File: src/rtl/pal_pkg.sv
// Shared types for the custom palette loader: RGB24 entries tagged with their RAM index.
package pal_pkg;

  localparam int PAL_ENTRIES    = 64;
  localparam int PAL_CUSTOM_SEL = 14;

  typedef logic [23:0] rgb24_t;

  typedef struct packed {
    logic [5:0] idx;
    rgb24_t     rgb;
  } pal_entry_t;

  typedef enum logic [1:0] {
    ST_IDLE,
    ST_LOAD,
    ST_FLUSH
  } ld_state_t;

endpackage

File: src/rtl/pal_entry_fifo.sv
// Small synchronous FIFO of assembled palette entries; a pop frees its slot for a same-cycle push.
module pal_entry_fifo
  import pal_pkg::*;
#(
  parameter int FIFO_DEPTH = 4
) (
  input  logic                          clk,
  input  logic                          reset_n,
  input  logic                          push,
  input  pal_entry_t                    push_entry,
  input  logic                          pop,
  output pal_entry_t                    head,
  output logic                          full,
  output logic                          empty,
  output logic [$clog2(FIFO_DEPTH):0]   count
);

  localparam int AW = $clog2(FIFO_DEPTH);
  localparam int CW = AW + 1;

  pal_entry_t      mem [FIFO_DEPTH];
  logic [AW-1:0]   wr_ptr;
  logic [AW-1:0]   rd_ptr;
  logic            do_push;
  logic            do_pop;

  assign full    = (count == CW'(FIFO_DEPTH));
  assign empty   = (count == '0);
  assign do_pop  = pop & ~empty;
  assign do_push = push & (~full | do_pop);
  assign head    = mem[rd_ptr];

  always_ff @(posedge clk) begin
    if (do_push) mem[wr_ptr] <= push_entry;
  end

  always_ff @(posedge clk) begin
    if (!reset_n) begin
      wr_ptr <= '0;
      rd_ptr <= '0;
      count  <= '0;
    end else begin
      if (do_push) wr_ptr <= wr_ptr + AW'(1);
      if (do_pop)  rd_ptr <= rd_ptr + AW'(1);
      count <= count + CW'(do_push) - CW'(do_pop);
    end
  end

endmodule

File: src/rtl/palette_loader.sv
// Packs downloaded R,G,B bytes into palette entries and writes them to the custom palette RAM
// only while that palette is off screen or the beam is in blanking.
module palette_loader
  import pal_pkg::*;
#(
  parameter int NUM_ENTRIES = PAL_ENTRIES,
  parameter int INDEX_W     = 6,
  parameter int FIFO_DEPTH  = 4,
  parameter int CUSTOM_SEL  = PAL_CUSTOM_SEL
) (
  input  logic               clk,
  input  logic               reset_n,
  input  logic               dl_active,
  input  logic               dl_wr,
  input  logic [7:0]         dl_data,
  output logic               dl_wait,
  input  logic [3:0]         palette,
  input  logic               hblank,
  input  logic               vblank,
  output logic               load_color,
  output logic [INDEX_W-1:0] load_color_index,
  output logic [23:0]        load_color_data,
  output logic               pal_done,
  output logic               pal_valid,
  output logic               pal_overflow
);

  localparam int CW = $clog2(FIFO_DEPTH) + 1;

  ld_state_t       state_q, state_d;
  logic            dl_active_d;
  logic            dl_rise;
  logic            start_ld, finish_ld, abort_partial;

  logic [1:0]      phase_p0;
  logic [6:0]      ent_cnt;
  logic [7:0]      r_byte_p0, g_byte_p0;
  logic            load_color_p1;

  logic            byte_acc, byte_take, byte_drop, entries_done;
  logic            push, pop, win;
  pal_entry_t      push_entry, head;
  logic            fifo_full, fifo_empty;
  logic [CW-1:0]   fifo_count;

  assign dl_rise      = dl_active & ~dl_active_d;
  assign entries_done = (ent_cnt == 7'(NUM_ENTRIES));
  assign win          = (palette != 4'(CUSTOM_SEL)) | hblank | vblank;
  assign pop          = win & ~fifo_empty;

  // Bytes past the last entry are swallowed silently; otherwise a full FIFO drops the byte.
  assign byte_acc   = (state_q == ST_LOAD) & dl_active & dl_wr;
  assign byte_take  = byte_acc & ~entries_done & (~fifo_full | pop);
  assign byte_drop  = byte_acc & ~entries_done & fifo_full & ~pop;
  assign push       = byte_take & (phase_p0 == 2'd2);
  assign push_entry = pal_entry_t'{idx: ent_cnt[5:0], rgb: {r_byte_p0, g_byte_p0, dl_data}};

  assign load_color = load_color_p1 & reset_n;

  pal_entry_fifo #(
    .FIFO_DEPTH (FIFO_DEPTH)
  ) u_fifo (
    .clk        (clk),
    .reset_n    (reset_n),
    .push       (push),
    .push_entry (push_entry),
    .pop        (pop),
    .head       (head),
    .full       (fifo_full),
    .empty      (fifo_empty),
    .count      (fifo_count)
  );

  always_comb begin
    state_d       = state_q;
    start_ld      = 1'b0;
    finish_ld     = 1'b0;
    abort_partial = 1'b0;
    case (state_q)
      ST_IDLE: begin
        if (dl_rise) begin
          state_d  = ST_LOAD;
          start_ld = 1'b1;
        end
      end
      ST_LOAD: begin
        if (!dl_active) begin
          state_d       = ST_FLUSH;
          abort_partial = 1'b1;
        end
      end
      ST_FLUSH: begin
        if (dl_rise) begin
          state_d  = ST_LOAD;
          start_ld = 1'b1;
        end else if (fifo_empty && !load_color_p1) begin
          state_d   = ST_IDLE;
          finish_ld = 1'b1;
        end
      end
      default: state_d = ST_IDLE;
    endcase
  end

  // p0: byte capture into the R/G holding registers
  always_ff @(posedge clk) begin
    if (byte_take && phase_p0 == 2'd0) r_byte_p0 <= dl_data;
    if (byte_take && phase_p0 == 2'd1) g_byte_p0 <= dl_data;
  end

  // p1: control, status and the registered RAM write port
  always_ff @(posedge clk) begin
    if (!reset_n) begin
      state_q          <= ST_IDLE;
      dl_active_d      <= 1'b0;
      phase_p0         <= 2'd0;
      ent_cnt          <= '0;
      dl_wait          <= 1'b0;
      load_color_p1    <= 1'b0;
      load_color_index <= '0;
      load_color_data  <= '0;
      pal_done         <= 1'b0;
      pal_valid        <= 1'b0;
      pal_overflow     <= 1'b0;
    end else begin
      state_q     <= state_d;
      dl_active_d <= dl_active;
      pal_done    <= finish_ld;
      if (start_ld) begin
        phase_p0     <= 2'd0;
        ent_cnt      <= '0;
        pal_valid    <= 1'b0;
        pal_overflow <= 1'b0;
      end else begin
        if (abort_partial)  phase_p0 <= 2'd0;
        else if (byte_take) phase_p0 <= (phase_p0 == 2'd2) ? 2'd0 : phase_p0 + 2'd1;
        if (push)      ent_cnt      <= ent_cnt + 7'd1;
        if (byte_drop) pal_overflow <= 1'b1;
        if (finish_ld) pal_valid    <= entries_done;
      end
      // Raised one entry early so a back-to-back byte cannot land on a full FIFO.
      dl_wait <= ~entries_done &
                 (fifo_full | (fifo_count == CW'(FIFO_DEPTH - 1) && phase_p0 == 2'd2));
      load_color_p1 <= pop;
      if (pop) begin
        load_color_index <= head.idx;
        load_color_data  <= head.rgb;
      end
    end
  end

endmodule
File: config.mk
export PLATFORM = sky130hd
export DESIGN_NAME = palette_loader
export DESIGN_NICKNAME = d
export VERILOG_FILES = /design/src/rtl/pal_pkg.sv /design/src/rtl/pal_entry_fifo.sv /design/src/rtl/palette_loader.sv
export SDC_FILE = /design/constraint.sdc
export NUM_CORES = 1
export LEC_CHECK = 0
export BUFFER_PORTS_ARGS = -buffer_cell sky130_fd_sc_hd__buf_2
export CORE_MARGIN = 2
export CORE_UTILIZATION = 57
export DETAILED_ROUTE_END_ITERATION = 8
export PLACE_DENSITY = 0.76
export SLEW_MARGIN = 40
export SYNTH_ARGS = -nofsm -noshare
export SYNTH_HDL_FRONTEND = slang
export SYNTH_SLANG_ARGS = --single-unit
File: constraint.sdc
create_clock -name clk -period 4.69 [get_ports clk]
set_clock_uncertainty 0.1 [all_clocks]
set_input_delay 0.7035 -clock clk [delete_from_list [all_inputs] [get_ports clk]]
set_output_delay 0.7035 -clock clk [all_outputs]
set_load 0.005 [all_outputs]
==> out/results.ini <==
[cells_and_area]
antennaDiodeCount=0
drive_gt1_share_pct=24.1
fin_nets=536
syn_to_final_growth_pct=15.4

[worst_setup_path]
crit_path_start_kind=register
slowest_delay_ns=0.45
crit_path_max_fanout=14
cp_data_arrival_time_ns=3.25
required_ns=4.89
cp_cell_sequence=inv_1 > ha_1 > nor2b_1 > a211o_1 > nor3_2 > ha_1 > inv_1 > fa_1 > xor2_1 > xnor2_1 > nor2_1
crit_slowest_cell=dfxtp_1
worstSetupEndpointType=register
path_class=register to register

[drt]
drc=0
wl_mm=12.9
drtAntennaViolNets=0
first_pass_iters=4
wl_per_cell_um=18.6
viasPerCell=5.73
drtIter0Drc=289
via_count=3953

[cts]
worst_skew_pair.late_latency_ns=0.42
clk_pin_slew_ns=0.07
h-tree-depth=4
cts_root_buf=clkbuf_16
cts_max_path_buffers=2
clock-sinks=190
ctsHoldBuffers=0
cts.repair.resized=0
cts_tree=done
post_cts_buffers=0
cts_made_buffers=17

[sta]
fin_setup_tns_ns=0
rsz0062_at_grt=no
fmax_mhz=327
fin_crit_sh_pct=65.1
slew_viol_final=0
worstMarginPinSlew_ns=0.754
slew_headroom_pct=49.5
setup_violations=0
min_period_ns=3.05
finalHoldViolCount=0

[synth]
syn_area_sq_um=7090
synth_adder_area_share_pct=1.69
ys_seq_area_share_pct=72.8
synthCells=450
yosysTopAreaCellShare_pct=57.6
synth_edf_count=136
synth_warnings=0
synth_xor_area_share_pct=0.247
synth_compound_area_share_pct=4.48
ys_seq_elements=190
async_flop_share_pct=0
ys.flop_type=edfxtp_1
synth_nets=477
synth_top_family_by_area=multiplexers
netlist.top_cell.by_area=edfxtp_1
avgSynthCellArea_sq_um=15.8
synthMuxAreaShare_pct=10.1
synth_top_cells_by_area=edfxtp_1 (58%), dfxtp_1 (15%), mux4_2 (9.5%)
yosys.cell_types.count=41
synth-simple-area-share_pct=8.77

[global_route]
grt_max_degree=35
grtUsageTotal_pct=21.1
globalRouteMet2Util_pct=35.5
grt_pass1_wl_mm=20.6
grt_pass1_vias=4018
grt_util_met3_pct=5.23
grt_overflow=0
antenna_found_initial=0
grt_use_met1_pct=27.4
busiest_layer=met2

[worst_hold_path]
hold_class=register to register

[die]
pin_count=53
initial_core_util_pct=58.8
die_h_um=116
rows=40
core_sq_um=12100
dieArea_sq_um=13400
die_w_um=116

[outcome]
outcome=finished, final reports clean

[power_and_ir_drop]
leakage_nw=2.81
vdd_drop_max_mv=0.515
powerDensity_nw_per_um2=535
finalPower_mw=4.38

[place]
place.gp.congestion=0.745
place_hpwl_mm=7.58
io_buffers=52

[flow_run]
drv_cap=0

==> placed cells by master, fill, tap and decap left out, types with 5 or more instances in the layout <==
| cell | synthesis | final |
|---|---|---|
| nand2_1 | 72 | 72 |
| a21oi_1 | 41 | 41 |
| clkbuf_16 | 0 | 17 |
| mux4_2 | 30 | 30 |
| nand4_1 | 5 | 5 |
| bufinv_16 | 0 | 5 |
| dfxtp_1 | 54 | 53 |
| buf_2 | 4 | 52 |
| ha_1 | 8 | 8 |
| and2_1 | 7 | 7 |
| inv_1 | 12 | 12 |
| buf_4 | 0 | 8 |
| nor2_1 | 10 | 10 |
| o31ai_1 | 5 | 5 |
| edfxtp_1 | 136 | 136 |
| o21ai_0 | 6 | 6 |
==> routing by layer <==
metal | vias to the layer above | part of all wire (%)
li1 | 1816 | -
met1 | 2026 | 43
met2 | 97 | 52
met3 | 14 | 4.3
met4 | 0 | 1.4
met5 | - | 0
==> report_power, final <==
group          switching (mW)  leakage [nW]  internal (mW)
registers               0.136          1.64           1.91
clock network           0.590         0.303          0.946
logic                   0.417         0.869          0.381
==> worst max-delay path: cells and delay by family (launching register included) <==
kind | cells | cell delay, ns
flops | 1 | 0.45
xor+xnor | 2 | 0.31
simple gates | 3 | 0.67
fa+ha+maj | 3 | 0.81
compound gates | 1 | 0.44
buf+inv | 2 | 0.15
==> cells in the mapped netlist (2+ instances only) <==
cell type,n
mux4_2,30
and2_1,7
inv_1,12
ha_1,8
nand4_1,5
o21ai_0,6
buf_2,4
or4_1,4
a31oi_1,2
and3_1,2
nor2b_1,4
and4b_1,2
nand3_1,2
nand2_1,72
nor2_1,10
a21oi_1,41
dfxtp_1,54
edfxtp_1,136
mux2i_1,4
or3_1,3
clkbuf_1,15
nand2b_1,3
nor4_1,2
o31ai_1,5
==> registers in the layout (all words and copies together), names as in the netlist <==
signal            count
dl_active_d           1
dl_wait               1
ent_cnt               7
g_byte_p0             8
load_color_data      24
load_color_index      6
load_color_p1         1
pal_done              1
pal_overflow          1
pal_valid             1
phase_p0              2
r_byte_p0             8
state_q               2
u_fifo.count          3
u_fifo.mem          120
u_fifo.rd_ptr         2
u_fifo.wr_ptr         2
==> cells by family after synthesis <==
logic type	Yosys count
and+or+nand+nor	124
xor gates and xnor gates	2
muxes	34
DFF	190
adders and majority gates	9
buffers and inverters	33
AOI/OAI and AO/OA	58
==> layout make-up <==
| cell class | count | area [sq um] |
|---|---|---|
| fillers | 854 | 3870 |
| clock inverters | 14 | 216 |
| flip-flops and latches | 190 | 5170 |
| well taps | 168 | 210 |
| clock buffers | 18 | 429 |
| repair buffers | 60 | 320 |
| multi-input cells | 227 | 1790 |
| inverters | 13 | 48.8 |
==> final timing paths <==
kind	startpoint	to	slack, ns	cells after the start
max reg2reg	ent_cnt[0]	u_fifo.count[2]	1.64	11
min	load_color_data[22]	load_color_data[22]	0.35	2
max	ent_cnt[0]	u_fifo.count[2]	1.64	11
min reg2reg	load_color_data[22]	load_color_data[22]	0.35	2
==> metrics by stage <==
step / setup slack (ns) / instances / hold WS (ns) / instance area, sq um / util (%)
floorplan: 1.67 / 450 / 0.338 / 7090 / -
global placement: 1.61 / 658 / 0.340 / 7540 / 62.5
detailed placement: 1.49 / 658 / 0.343 / 7540 / 62.5
CTS: 1.59 / 690 / 0.352 / 8190 / 67.9
global route: 1.41 / 690 / 0.364 / 8190 / 67.9
finish: 1.64 / 690 / 0.349 / 8190 / 67.9
(Power assumes the default switching activity.)
